$ cat config.mk
export PLATFORM = sky130hd
export DESIGN_NAME = pc_ctrl
export DESIGN_NICKNAME = d
export VERILOG_FILES = /design/src/rtl/pc_ctrl_pkg.sv /design/src/rtl/pc_ctrl_decode.sv /design/src/rtl/pc_ctrl.sv
export SDC_FILE = /design/constraint.sdc
export NUM_CORES = 1
export LEC_CHECK = 0
export CAP_MARGIN = 20
export CORE_ASPECT_RATIO = 1.75
export CORE_MARGIN = 2
export CORE_UTILIZATION = 50
export DETAILED_ROUTE_END_ITERATION = 6
export PLACE_DENSITY = 0.8
export SLEW_MARGIN = 10
export SYNTH_ARGS = -nofsm -noshare
export SYNTH_HDL_FRONTEND = slang
export SYNTH_SLANG_ARGS = --single-unit
export TNS_END_PERCENT = 30
$ cat constraint.sdc
create_clock -name clk_i -period 3.1 [get_ports clk_i]
set_input_delay 0.62 -clock clk_i [delete_from_list [all_inputs] [get_ports clk_i]]
set_output_delay 0.62 -clock clk_i [all_outputs]
set_load 0.01 [all_outputs]
$ cat src/rtl/pc_ctrl_pkg.sv
// pc_ctrl_pkg
// Shared types and constants for the multicycle RV32I control FSM.
//   state_e        : controller state encoding
//   instr_class_e  : coarse instruction class produced by pc_ctrl_decode
//   OPC_*          : RV32I major opcodes (instr[6:0])
//   INSTR_*        : exact encodings of the supported SYSTEM instructions
//   CAUSE_*        : mcause values raised by the controller
package pc_ctrl_pkg;

   typedef enum logic [3:0] {
      IDLE,
      FETCH,
      DECODE,
      EXEC,
      MEM,
      WB,
      BRANCH,
      JUMP,
      SYSTEM,
      TRAP
   } state_e;

   typedef enum logic [2:0] {
      CLS_NONE,
      CLS_ALU,
      CLS_MEM,
      CLS_BRANCH,
      CLS_JUMP,
      CLS_SYSTEM,
      CLS_FENCE
   } instr_class_e;

   localparam logic [6:0] OPC_LOAD     = 7'b0000011;
   localparam logic [6:0] OPC_MISC_MEM = 7'b0001111;
   localparam logic [6:0] OPC_OP_IMM   = 7'b0010011;
   localparam logic [6:0] OPC_AUIPC    = 7'b0010111;
   localparam logic [6:0] OPC_STORE    = 7'b0100011;
   localparam logic [6:0] OPC_OP       = 7'b0110011;
   localparam logic [6:0] OPC_LUI      = 7'b0110111;
   localparam logic [6:0] OPC_BRANCH   = 7'b1100011;
   localparam logic [6:0] OPC_JALR     = 7'b1100111;
   localparam logic [6:0] OPC_JAL      = 7'b1101111;
   localparam logic [6:0] OPC_SYSTEM   = 7'b1110011;

   localparam logic [31:0] INSTR_ECALL  = 32'h0000_0073;
   localparam logic [31:0] INSTR_EBREAK = 32'h0010_0073;
   localparam logic [31:0] INSTR_MRET   = 32'h3020_0073;

   localparam logic [31:0] CAUSE_FETCH_FAULT = 32'd1;
   localparam logic [31:0] CAUSE_ILLEGAL     = 32'd2;
   localparam logic [31:0] CAUSE_BREAKPOINT  = 32'd3;
   localparam logic [31:0] CAUSE_LOAD_FAULT  = 32'd5;
   localparam logic [31:0] CAUSE_STORE_FAULT = 32'd7;
   localparam logic [31:0] CAUSE_ECALL_M     = 32'd11;
   localparam logic [31:0] CAUSE_IRQ_EXT     = 32'h8000_000B;

endpackage

$ cat src/rtl/pc_ctrl_decode.sv
// pc_ctrl_decode
// Combinational classifier for the instruction register contents.
// Ports:
//   instr_i   : instruction register contents
//   cls_o     : instruction class (CLS_NONE when illegal)
//   store_o   : memory access is a store (otherwise a load)
//   jalr_o    : jump is JALR (otherwise JAL)
//   ecall_o, ebreak_o, mret_o : supported SYSTEM instructions
//   illegal_o : opcode or SYSTEM encoding not supported
module pc_ctrl_decode
   import pc_ctrl_pkg::*;
(
   input  logic [31:0]  instr_i,
   output instr_class_e cls_o,
   output logic         store_o,
   output logic         jalr_o,
   output logic         ecall_o,
   output logic         ebreak_o,
   output logic         mret_o,
   output logic         illegal_o
);

   logic [6:0] opcode;

   assign opcode   = instr_i[6:0];
   // SYSTEM instructions are matched on the full word; CSR accesses are not supported
   assign ecall_o  = (instr_i == INSTR_ECALL);
   assign ebreak_o = (instr_i == INSTR_EBREAK);
   assign mret_o   = (instr_i == INSTR_MRET);
   assign store_o  = (opcode == OPC_STORE);
   assign jalr_o   = (opcode == OPC_JALR);

   // Map the major opcode onto the state the controller visits after DECODE
   always_comb begin
      cls_o     = CLS_NONE;
      illegal_o = 1'b0;
      case (opcode)
         OPC_OP, OPC_OP_IMM, OPC_LUI, OPC_AUIPC: cls_o = CLS_ALU;
         OPC_LOAD, OPC_STORE:                    cls_o = CLS_MEM;
         OPC_BRANCH:                             cls_o = CLS_BRANCH;
         OPC_JAL, OPC_JALR:                      cls_o = CLS_JUMP;
         OPC_MISC_MEM:                           cls_o = CLS_FENCE;
         OPC_SYSTEM: begin
            if (ecall_o || ebreak_o || mret_o) begin
               cls_o = CLS_SYSTEM;
            end else begin
               illegal_o = 1'b1;
            end
         end
         default:                                illegal_o = 1'b1;
      endcase
   end

endmodule

$ cat src/rtl/pc_ctrl.sv
// pc_ctrl
// Multicycle control FSM sequencing PC, instruction register, register-file
// write and data-memory access for one RV32I instruction at a time. Outputs are
// combinational from the current state and inputs.
// Parameter TIMEOUT_CYCLES: memory wait limit before an access-fault trap (0 = never).
// Optional feature macro PC_CTRL_IRQ_EN: take irq_i on entry to FETCH.
// Ports:
//   clk_i, rst_ni           : clock, asynchronous active-low reset
//   instr_i                 : instruction register contents
//   branch_taken_i          : branch comparison result
//   irq_i                   : external interrupt request (level)
//   imem_req_o/imem_rvalid_i: instruction fetch handshake
//   dmem_req_o/dmem_we_o/dmem_rvalid_i : data access handshake
//   ir_en_o, rf_we_o        : instruction register latch, register-file write
//   pc_en_o, pc_sel_*_o, pc_add_imm_o : PC update control
//   mepc_we_o, mepc_cur_o, mcause_we_o, mcause_o : trap CSR updates
module pc_ctrl
   import pc_ctrl_pkg::*;
#(
   parameter int unsigned TIMEOUT_CYCLES = 255
) (
   input  logic        clk_i,
   input  logic        rst_ni,
   input  logic [31:0] instr_i,
   input  logic        branch_taken_i,
   input  logic        irq_i,
   output logic        imem_req_o,
   input  logic        imem_rvalid_i,
   output logic        dmem_req_o,
   output logic        dmem_we_o,
   input  logic        dmem_rvalid_i,
   output logic        ir_en_o,
   output logic        rf_we_o,
   output logic        pc_en_o,
   output logic        pc_sel_alu_o,
   output logic        pc_sel_pc_base_o,
   output logic        pc_add_imm_o,
   output logic        pc_sel_mtvec_o,
   output logic        pc_sel_mepc_o,
   output logic        mepc_we_o,
   output logic        mepc_cur_o,
   output logic        mcause_we_o,
   output logic [31:0] mcause_o
);

   state_e       state_q, state_d;
   logic [31:0]  cnt_q, cnt_d;
   logic [31:0]  cause_q, cause_d;
   logic         irqTrap_q, irqTrap_d;
   logic         goFetch;
   logic         timeoutHit;
   instr_class_e cls;
   logic         isStore, isJalr, isEcall, isEbreak, isMret, isIllegal;

   pc_ctrl_decode u_decode (
      .instr_i   (instr_i),
      .cls_o     (cls),
      .store_o   (isStore),
      .jalr_o    (isJalr),
      .ecall_o   (isEcall),
      .ebreak_o  (isEbreak),
      .mret_o    (isMret),
      .illegal_o (isIllegal)
   );

`ifndef PC_CTRL_IRQ_EN
   logic unusedIrq;
   assign unusedIrq = irq_i;
`endif

   // The limit is hit on the last allowed waiting cycle, so a response arriving
   // in that same cycle is still accepted.
   assign timeoutHit = (TIMEOUT_CYCLES != 0) && (cnt_q == TIMEOUT_CYCLES - 1);

   // Next-state and Mealy output logic
   always_comb begin
      state_d          = state_q;
      cause_d          = cause_q;
      irqTrap_d        = irqTrap_q;
      goFetch          = 1'b0;
      imem_req_o       = 1'b0;
      dmem_req_o       = 1'b0;
      dmem_we_o        = 1'b0;
      ir_en_o          = 1'b0;
      rf_we_o          = 1'b0;
      pc_en_o          = 1'b0;
      pc_sel_alu_o     = 1'b0;
      pc_sel_pc_base_o = 1'b0;
      pc_add_imm_o     = 1'b0;
      pc_sel_mtvec_o   = 1'b0;
      pc_sel_mepc_o    = 1'b0;
      mepc_we_o        = 1'b0;
      mepc_cur_o       = 1'b0;
      mcause_we_o      = 1'b0;
      mcause_o         = 32'd0;
      case (state_q)
         IDLE: goFetch = 1'b1;
         FETCH: begin
            imem_req_o = 1'b1;
            if (imem_rvalid_i) begin
               ir_en_o = 1'b1;
               state_d = DECODE;
            end else if (timeoutHit) begin
               state_d   = TRAP;
               cause_d   = CAUSE_FETCH_FAULT;
               irqTrap_d = 1'b0;
            end
         end
         DECODE: begin
            pc_en_o = 1'b1;
            if (isIllegal) begin
               state_d   = TRAP;
               cause_d   = CAUSE_ILLEGAL;
               irqTrap_d = 1'b0;
            end else begin
               case (cls)
                  CLS_ALU:    state_d = EXEC;
                  CLS_MEM:    state_d = MEM;
                  CLS_BRANCH: state_d = BRANCH;
                  CLS_JUMP:   state_d = JUMP;
                  CLS_SYSTEM: state_d = SYSTEM;
                  default:    goFetch = 1'b1;
               endcase
            end
         end
         EXEC: begin
            rf_we_o = 1'b1;
            goFetch = 1'b1;
         end
         MEM: begin
            dmem_req_o = 1'b1;
            dmem_we_o  = isStore;
            if (dmem_rvalid_i) begin
               if (isStore) begin
                  goFetch = 1'b1;
               end else begin
                  state_d = WB;
               end
            end else if (timeoutHit) begin
               state_d   = TRAP;
               cause_d   = isStore ? CAUSE_STORE_FAULT : CAUSE_LOAD_FAULT;
               irqTrap_d = 1'b0;
            end
         end
         WB: begin
            rf_we_o = 1'b1;
            goFetch = 1'b1;
         end
         BRANCH: begin
            // PC already holds PC+4, so the base select compensates by -4
            if (branch_taken_i) begin
               pc_en_o          = 1'b1;
               pc_add_imm_o     = 1'b1;
               pc_sel_pc_base_o = 1'b1;
            end
            goFetch = 1'b1;
         end
         JUMP: begin
            rf_we_o = 1'b1;
            pc_en_o = 1'b1;
            if (isJalr) begin
               pc_sel_alu_o = 1'b1;
            end else begin
               pc_add_imm_o     = 1'b1;
               pc_sel_pc_base_o = 1'b1;
            end
            goFetch = 1'b1;
         end
         SYSTEM: begin
            if (isMret) begin
               pc_en_o       = 1'b1;
               pc_sel_mepc_o = 1'b1;
               goFetch       = 1'b1;
            end else begin
               state_d   = TRAP;
               cause_d   = isEbreak ? CAUSE_BREAKPOINT : CAUSE_ECALL_M;
               irqTrap_d = 1'b0;
            end
         end
         TRAP: begin
            mepc_we_o      = 1'b1;
            mcause_we_o    = 1'b1;
            pc_en_o        = 1'b1;
            pc_sel_mtvec_o = 1'b1;
            mepc_cur_o     = irqTrap_q;
            mcause_o       = cause_q;
            goFetch        = 1'b1;
         end
         default: state_d = IDLE;
      endcase

      // Every path into FETCH funnels through here so the interrupt check sits
      // in one place. The transition out of TRAP is exempt so the first handler
      // instruction is always fetched even while the request line stays high.
      if (goFetch) begin
`ifdef PC_CTRL_IRQ_EN
         if (irq_i && (state_q != TRAP)) begin
            state_d   = TRAP;
            cause_d   = CAUSE_IRQ_EXT;
            irqTrap_d = 1'b1;
         end else begin
            state_d = FETCH;
         end
`else
         state_d = FETCH;
`endif
      end

      // Only FETCH and MEM ever remain in place, so any state change clears the count
      cnt_d = (state_d == state_q) ? cnt_q + 32'd1 : 32'd0;
   end

   // State, wait counter and pending trap information
   always_ff @(posedge clk_i or negedge rst_ni) begin
      if (!rst_ni) begin
         state_q   <= IDLE;
         cnt_q     <= 32'd0;
         cause_q   <= 32'd0;
         irqTrap_q <= 1'b0;
      end else begin
         state_q   <= state_d;
         cnt_q     <= cnt_d;
         cause_q   <= cause_d;
         irqTrap_q <= irqTrap_d;
      end
   end

endmodule

# Word level (Yosys, flattened, before mapping)
# Cells that the tools add are included.
# word_totals
reg_bits,69
output_inout_bits,46
latchBits,0
n_memories,0
mem_bits_rw,0
input_bits,38
romBits,0
wordCells,106
# op_classes
n_mux,51
reduce_logical,14
addsub,1
n_div,0
bitwise_logic,0
n_shift,0
magnitude_cmp,0
n_eq_ne,36
n_mul,0
# ops
operator,n
$mux 32,8
$pmux 32 s4,1
$pmux 4 s5,2
$add 32x1->32 const B,1
$eq 32x21->1 const B,1
$eq 32x30->1 const B,1
$eq 32x7->1 const B,1
$eq 32x8->1 const B,1
$mux 4,8
$eq 7x7->1 const B,4
$mux 1,24
$eq 7x6->1 const B,3
$pmux 3 s6,1
$eq 4x3->1 const B,4
$eq 7x5->1 const B,2
$ne 2x2->1 const B,6
$reduce_or 10->1,1
$eq 4x2->1 const B,2
$eq 4x4->1 const B,2
$pmux 1 s4,2
$eq 7x2->1 const B,1
$eq 7x4->1 const B,1
$reduce_and 7->1,1
$eq 3x2->1 const B,2
17 further kinds,22

# Logic depth before layout (Yosys ltp)
# Gate-level depths: netlist (run 1).
# logic_depth
depth_word,13
ltp_mapped,11
mapped_depth_nobuf,9

# By module
# From an unflattened synthesis (run 1), not the netlist that was laid out.
# unflattened
hier_cells,370
hier_area_um2,3385.7
# modules_own_cells
module,seq_area_each_um2,cells_per_inst,n_inst,area_each_um2
pc_ctrl,1001.0,326,1,3111.7
pc_ctrl_decode,0.0,44,1,274.0

# Worst setup path before layout (run 1)
# OpenSTA, ideal clock, no wires.
# synth_path
path_type,input to output
start,input instr_i[6]
end,output pc_en_o
path_buffers,1
required_ns,2.480
stages,6
arrival_time_ns,1.929
path_slack_ns,0.551
path_cell_list,buf_2 -> nand4b_1 -> or2_1 -> or4_1 -> a21oi_1 -> a31o_2
# synth_between
elab_chain_cells,3
# synth_lines
item,line,text
from (decl),pc_ctrl.sv:24,"input logic [31:0] instr_i,"
$eq 32x30->1,pc_ctrl_decode.sv:29,assign mret_o = (instr_i == INSTR_MRET);
$mux 1,pc_ctrl.sv:170,if (isMret) begin
$pmux 1 s3,pc_ctrl.sv:96,case (state_q)
to (decl),pc_ctrl.sv:34,"output logic pc_en_o,"
# No other way between the ends.

==> results of run 1 <==
==> metrics by stage <==
step	worst slack, ps	power (mW)
after floorplan	551	1.65
after global placement	-460	2.14
after detailed placement	-478	2.16
after CTS	-23.3	2.66
after global routing	-60.8	2.80
final	47.7	2.67
==> layer usage <==
metal	track usage (%)	up-vias	part of all wire, %
met5	0	-	0
met4	11.0	0	4.9
met3	3.13	31	3.9
met2	48.3	116	57
met1	23.7	1470	34
li1	-	1433	-
==> cells in the final DEF (no fill, tap or decap), types with 9 or more instances in the layout <==
| cell type | instances |
|---|---|
| and3_1 | 11 |
| buf_4 | 36 |
| clkdlybuf4s50_1 | 43 |
| conb_1 | 29 |
| dfrtp_1 | 40 |
| inv_1 | 9 |
| nand2_1 | 25 |
| nand3_1 | 17 |
| nor2_1 | 26 |
| nor3_1 | 11 |
| nor3_2 | 27 |
| nor4_1 | 9 |
| xnor2_1 | 20 |
| xor2_1 | 11 |
==> final timing paths <==
| path | to | from |
|---|---|---|
| setup / recovery | ir_en_o | instr_i[3] |
| hold / removal | cnt_q[16]$_DFF_PN0_ | rst_ni |
| setup reg to reg | cnt_q[0]$_DFF_PN0_ | cnt_q[0]$_DFF_PN0_ |
| hold reg to reg | cause_q[1]$_DFFE_PN0P_ | cause_q[1]$_DFFE_PN0P_ |
| max in group asynchronous | cnt_q[14]$_DFF_PN0_ | rst_ni |
| min in group clk_i | cause_q[1]$_DFFE_PN0P_ | cause_q[1]$_DFFE_PN0P_ |
==> final cells by class <==
cell class | count | share of cell area (%)
Clock buffer | 6 | 3.02
Clock inverter | 1 | 0.117
Inverter | 11 | 0.967
Multi-Input combinational cell | 298 | 49.4
Sequential cell | 40 | 23.4
Tap cell | 82 | 2.40
Timing Repair Buffer | 94 | 20.7
==> logic make-up after synthesis <==
| family | Yosys count |
|---|---|
| muxes | 1 |
| buffers and inverters | 59 |
| AOI/OAI and AO/OA | 44 |
| xor gates and xnor gates | 31 |
| DFF | 40 |
| and+or+nand+nor | 191 |
| other | 1 |
| adders and majority gates | 2 |
==> worst max-delay path, stage by stage <==
cell and delay, ps:
clkdlybuf4s50_1 500, or3b_4 390, a21oi_2 150, o211ai_1 120
o31a_1 140, or2_4 230, inv_1 60, clkdlybuf4s15_2 220
==> power groups by stage <==
stage / Sequential [mW] / Combinational [mW] / Clock [mW]
3_3_place_gp: 0.619 / 1.53 / 0
3_5_place_dp: 0.622 / 1.54 / 0
5_1_grt: 0.619 / 1.68 / 0.502
4_1_cts: 0.613 / 1.56 / 0.487
2_1_floorplan: 0.599 / 1.05 / 0
6_report: 0.613 / 1.57 / 0.482
==> sequential cells by signal, indices dropped and copies added (netlist names) <==
name     count
cnt_q       32
state_q      4
cause_q      4
==> what timing repair did <==
action | in CTS | in global routing
gates cloned | 0 | 0
buffers inserted | 1 | 0
pin swaps | 9 | 2
gates resized for setup | 24 | 6
hold endpoints to repair | 0 | 0
endpoints found under the setup margin | 7 | 4
==> results.yml, run 1 <==
status:
  outcome: "complete, no violations"
floorplanning:
  die_area_um2: 7280
  start_util_pct: 51.1
  rows: 39
  die_y_um: 111
  top_level_ports: 84
  die_w_um: 65.4
  core_um2: 6440
sta:
  worst_slew_pin_slew_ps: 911
  drv_slew: 0
  max_freq_ghz: 0.328
  setup_viol: 0
  hold_slack_ps: 465
  rsz0062_at_grt: "yes"
  slew_headroom_pct: 39.2
  clock_skew_ps: 2.60
  period_needed_ps: 3050
  hold_violations: 0
  setup_tns_ps: 0
  post-route-period-util_pct: 98.5
cts:
  clk_path_buf_depth: 2
  root_buffer: "clkbuf_16"
  cts_buffers: 5
  clk_latency_ps: 280
  tritoncts: "built"
  clk_pin_slew_ps: 50
  hold_buffers: 0
  cts.sinks: 40
  htree_levels: 2
pwr:
  comb_power_share_pct: 59.0
  p_sw_mw: 1.14
  switching_share_pct: 42.6
  p_clk_share_pct: 18.1
  power.density_nw_per_um2: 625
  ir_drop_uv: 537
  seq_power_share_pct: 23.0
  p_leak_nw: 1.79
  intPower_mw: 1.53
final_layout:
  drive_above_1_share_pct: 24.9
  multiInputGateArea_um2: 2110
  syn2layout_area_growth_pct: 29.6
  fillers: 525
  utilization_pct: 66.3
  regArea_um2: 1000
  final_cell_area_um2: 4270
  diodes: 0
  fin_cells: 532
  nets: 490
global_route:
  first_global_vias: 3085
  antenna_found_initial: 0
  groute.usage.overall_pct: 24.4
  grt_max_degree: 41
  grt_pass1_wl_mm: 14.1
  overflow: 0
synth:
  synth_top_flop_cell: "dfrtp_1"
  synth-async-reset-ratio_pct: 100
  synth-seq-cells: 40
  ys_warn_count: 0
  synth_compound_gate_area_share_pct: 9.38
  synthSimpleGateAreaFrac_pct: 38.9
  synthTopCellsByCount: "dfrtp_1, buf_4, nor2_1, nor3_2, nand2_1"
  synthAdderAreaFrac_pct: 0.760
  synth_edf_count: 0
  yosys.area.top_type: "dfrtp_1"
  syn_area_per_cell_um2: 8.92
  yosysMostFrequentCell: "dfrtp_1"
  synth_area_leaders: "dfrtp_1, nor3_2, buf_4, xnor2_1, nor2_1"
  synth-xor-area-share_pct: 8.24
  ys_types: 68
  synth_top_family_by_area: "simple AND/OR/NAND/NOR gates"
  syn_area_um2: 3290
  synth.mux.area_fraction_pct: 0.456
  seq_area_frac_synth_pct: 30.4
  syn-instance-count: 369
  synth_top_cell_area_share_pct: 30.4
place:
  gp_congestion: 1.05
  port_buffers: 53
  dp_hpwl_mm: 6.63
  placed_cell_area_um2: 4040
  dp_cells: 524
run:
  maxCapViolCount: 0
setup_path:
  crit_arrival_ps: 2430
  cp-start-kind: "input pin"
  crit_path_end_kind: "output pin"
  rrSetupSlack_ps: 350
  r2r_cells: 10
  path_max_fanout: 3
  path_class: "in2out"
  required_ps: 2480
route:
  vias: 3050
  via_per_inst: 5.73
  drt-total-wl_mm: 8.78
  drc: 0
  wl_per_cell_um: 16.5
  drt_iter0_drc: 249
  drt-pass1-iter-count: 5
  drtAntennaViolNets: 0
worst_hold_path:
  hold_path.class: "in2async"
Power figures use the tool's default switching activity.
==> run 2: changes to the inputs <==
Settings changed: CORE_MARGIN 2 to 10.
==> run 2 against run 1 <==
  * Clock power is 20% higher
  * Critical path depth shrank 1
  * Count of clock-buffer cells in the layout shrank 1
  * Sequential power about the same
  * Critical path type unchanged
  * Largest cell class unchanged
==> results.yml, run 2 (same netlist as run 1, synthesis figures left out) <==
floorplanning:
  rows: 39
  core_um2: 6490
  start_util_pct: 50.7
  die_area_um2: 10400
  die_y_um: 127
  die_w_um: 81.4
  top_level_ports: 84
place:
  gp_congestion: 0.953
  port_buffers: 53
  dp_hpwl_mm: 7.15
  dp_cells: 527
  dp_slack_ps: -522
global_route:
  antenna_found_initial: 0
  groute.usage.overall_pct: 17.8
  first_global_vias: 3314
  grt_max_degree: 41
  grt_pass1_wl_mm: 15.3
  overflow: 0
setup_path:
  crit_arrival_ps: 2440
  path_cells: "clkdlybuf4s50_1 -> nor4_2 -> nand4_1 -> or4_4 -> a21oi_2 -> a31o_2 -> buf_6"
  path_class: "in2out"
  critPathBufInv: 2
  r2r_cells: 10
  max_stage_delay_ps: 580
  cpMaxStageDelayCell: "or4_4"
  required_ps: 2480
  path_depth: 7
  path_max_fanout: 2
  cp-start-kind: "input pin"
  crit_path_end_kind: "output pin"
  critical-path-top-delay-family: "simple AND/OR/NAND/NOR gates"
final_layout:
  fin_cells: 540
  regArea_um2: 1000
  multiInputGateArea_um2: 2120
  largest_reg_flops: 32
  regMostFlops: "cnt_q"
  diodes: 0
  top_regs: "cnt_q x32, cause_q x4, state_q x4"
  final_common_cell: "buf_4"
  fillers: 514
  nets: 497
  drive_above_1_share_pct: 26.9
  most-common-layout-cells: "buf_4, dfrtp_1, clkdlybuf4s50_1, conb_1, nor3_2"
  syn2layout_area_growth_pct: 33.5
cts:
  htree_levels: 2
  cts.sinks: 40
  cts_buffers: 5
  clk_pin_slew_ps: 60
  tritoncts: "built"
  hold_buffers: 0
  clk_path_buf_depth: 2
  root_buffer: "clkbuf_16"
  clk_latency_ps: 280
sta:
  max_freq_ghz: 0.326
  period_needed_ps: 3060
  post-route-period-util_pct: 98.8
  clock_skew_ps: 3.90
  setup_tns_ps: 0
  worst_slack_ps: 37.1
  worst_slew_pin_slew_ps: 892
  drv_slew: 0
  hold_violations: 0
  slew_headroom_pct: 40.5
  hold_slack_ps: 468
  setup_viol: 0
route:
  drt-pass1-iter-count: 5
  drc: 0
  drt_iter0_drc: 247
  vias: 3070
  via_per_inst: 5.69
  drt-total-wl_mm: 9.37
  wl_per_cell_um: 17.4
  drtAntennaViolNets: 0
pwr:
  ir_drop_uv: 394
  p_leak_nw: 1.92
  power_mw: 2.74
  power.density_nw_per_um2: 623
status:
  outcome: "complete, no violations"
worst_hold_path:
  hold_path.class: "in2async"
run:
  maxCapViolCount: 0
run 2: cell types whose count changed in the layout (fill, tap and decap cells not counted), sizes merged:
cell and change:
clkdlybuf4s50 -10, dlymetal6s2s +10, buf +7, bufinv +1, clkbuf -1, clkdlybuf4s15 +1, clkinvlp +1, dlygate4sd2 -1
run 2: metal layers:
layer  vias to the layer above  GRT usage [%]  share of wire (%)
met2                       119           34.9                 58
met1                      1481           16.7                 34
met3                        26           3.65                5.4
met4                         0           6.76                3.2
li1                       1444              -                  -
met5                         -              0                  0
run 2: cell type report:
class                      instances  area share [%]
tap                               82            2.33
inverter                          11           0.939
sequential                        40            22.8
timing repair buffer             101            21.8
clock buffer                       5            2.85
multi-input combinational        298            48.3
clock inverter                     3           0.968
run 2: timing repair:
item | 4_1_cts | 5_1_grt
setup endpoints to repair | 7 | 18
pin swaps | 5 | 8
gates cloned | 0 | 0
setup buffers | 2 | 3
gates resized for setup | 22 | 25
run 2: final timing paths:
path | from | end | slack, ps
hold reg to reg | cause_q[3]$_DFFE_PN0P_ | cause_q[3]$_DFFE_PN0P_ | 510
max in group asynchronous | rst_ni | cnt_q[22]$_DFF_PN0_ | 2080
min in group clk_i | cause_q[3]$_DFFE_PN0P_ | cause_q[3]$_DFFE_PN0P_ | 510
hold / removal | rst_ni | cnt_q[14]$_DFF_PN0_ | 470
setup / recovery | instr_i[25] | pc_en_o | 40
setup reg to reg | cnt_q[0]$_DFF_PN0_ | cnt_q[13]$_DFF_PN0_ | 530
run 2: stage by stage:
step / utilization (%) / instance area, µm²
after CTS: 65.9 / 4280
after global routing: 67.7 / 4400
final: 67.7 / 4400
after detailed placement: 62.4 / 4050
after floorplan: - / 3400
after global placement: 62.4 / 4050
run 2: power by group:
| part | leakage (nW) | total [mW] | switching, mW | internal [mW] |
|---|---|---|---|---|
| Combinational | 1.29 | 1.55 | 0.913 | 0.637 |
| Clock | 0.0798 | 0.578 | 0.200 | 0.378 |
| Sequential | 0.549 | 0.610 | 0.0387 | 0.571 |
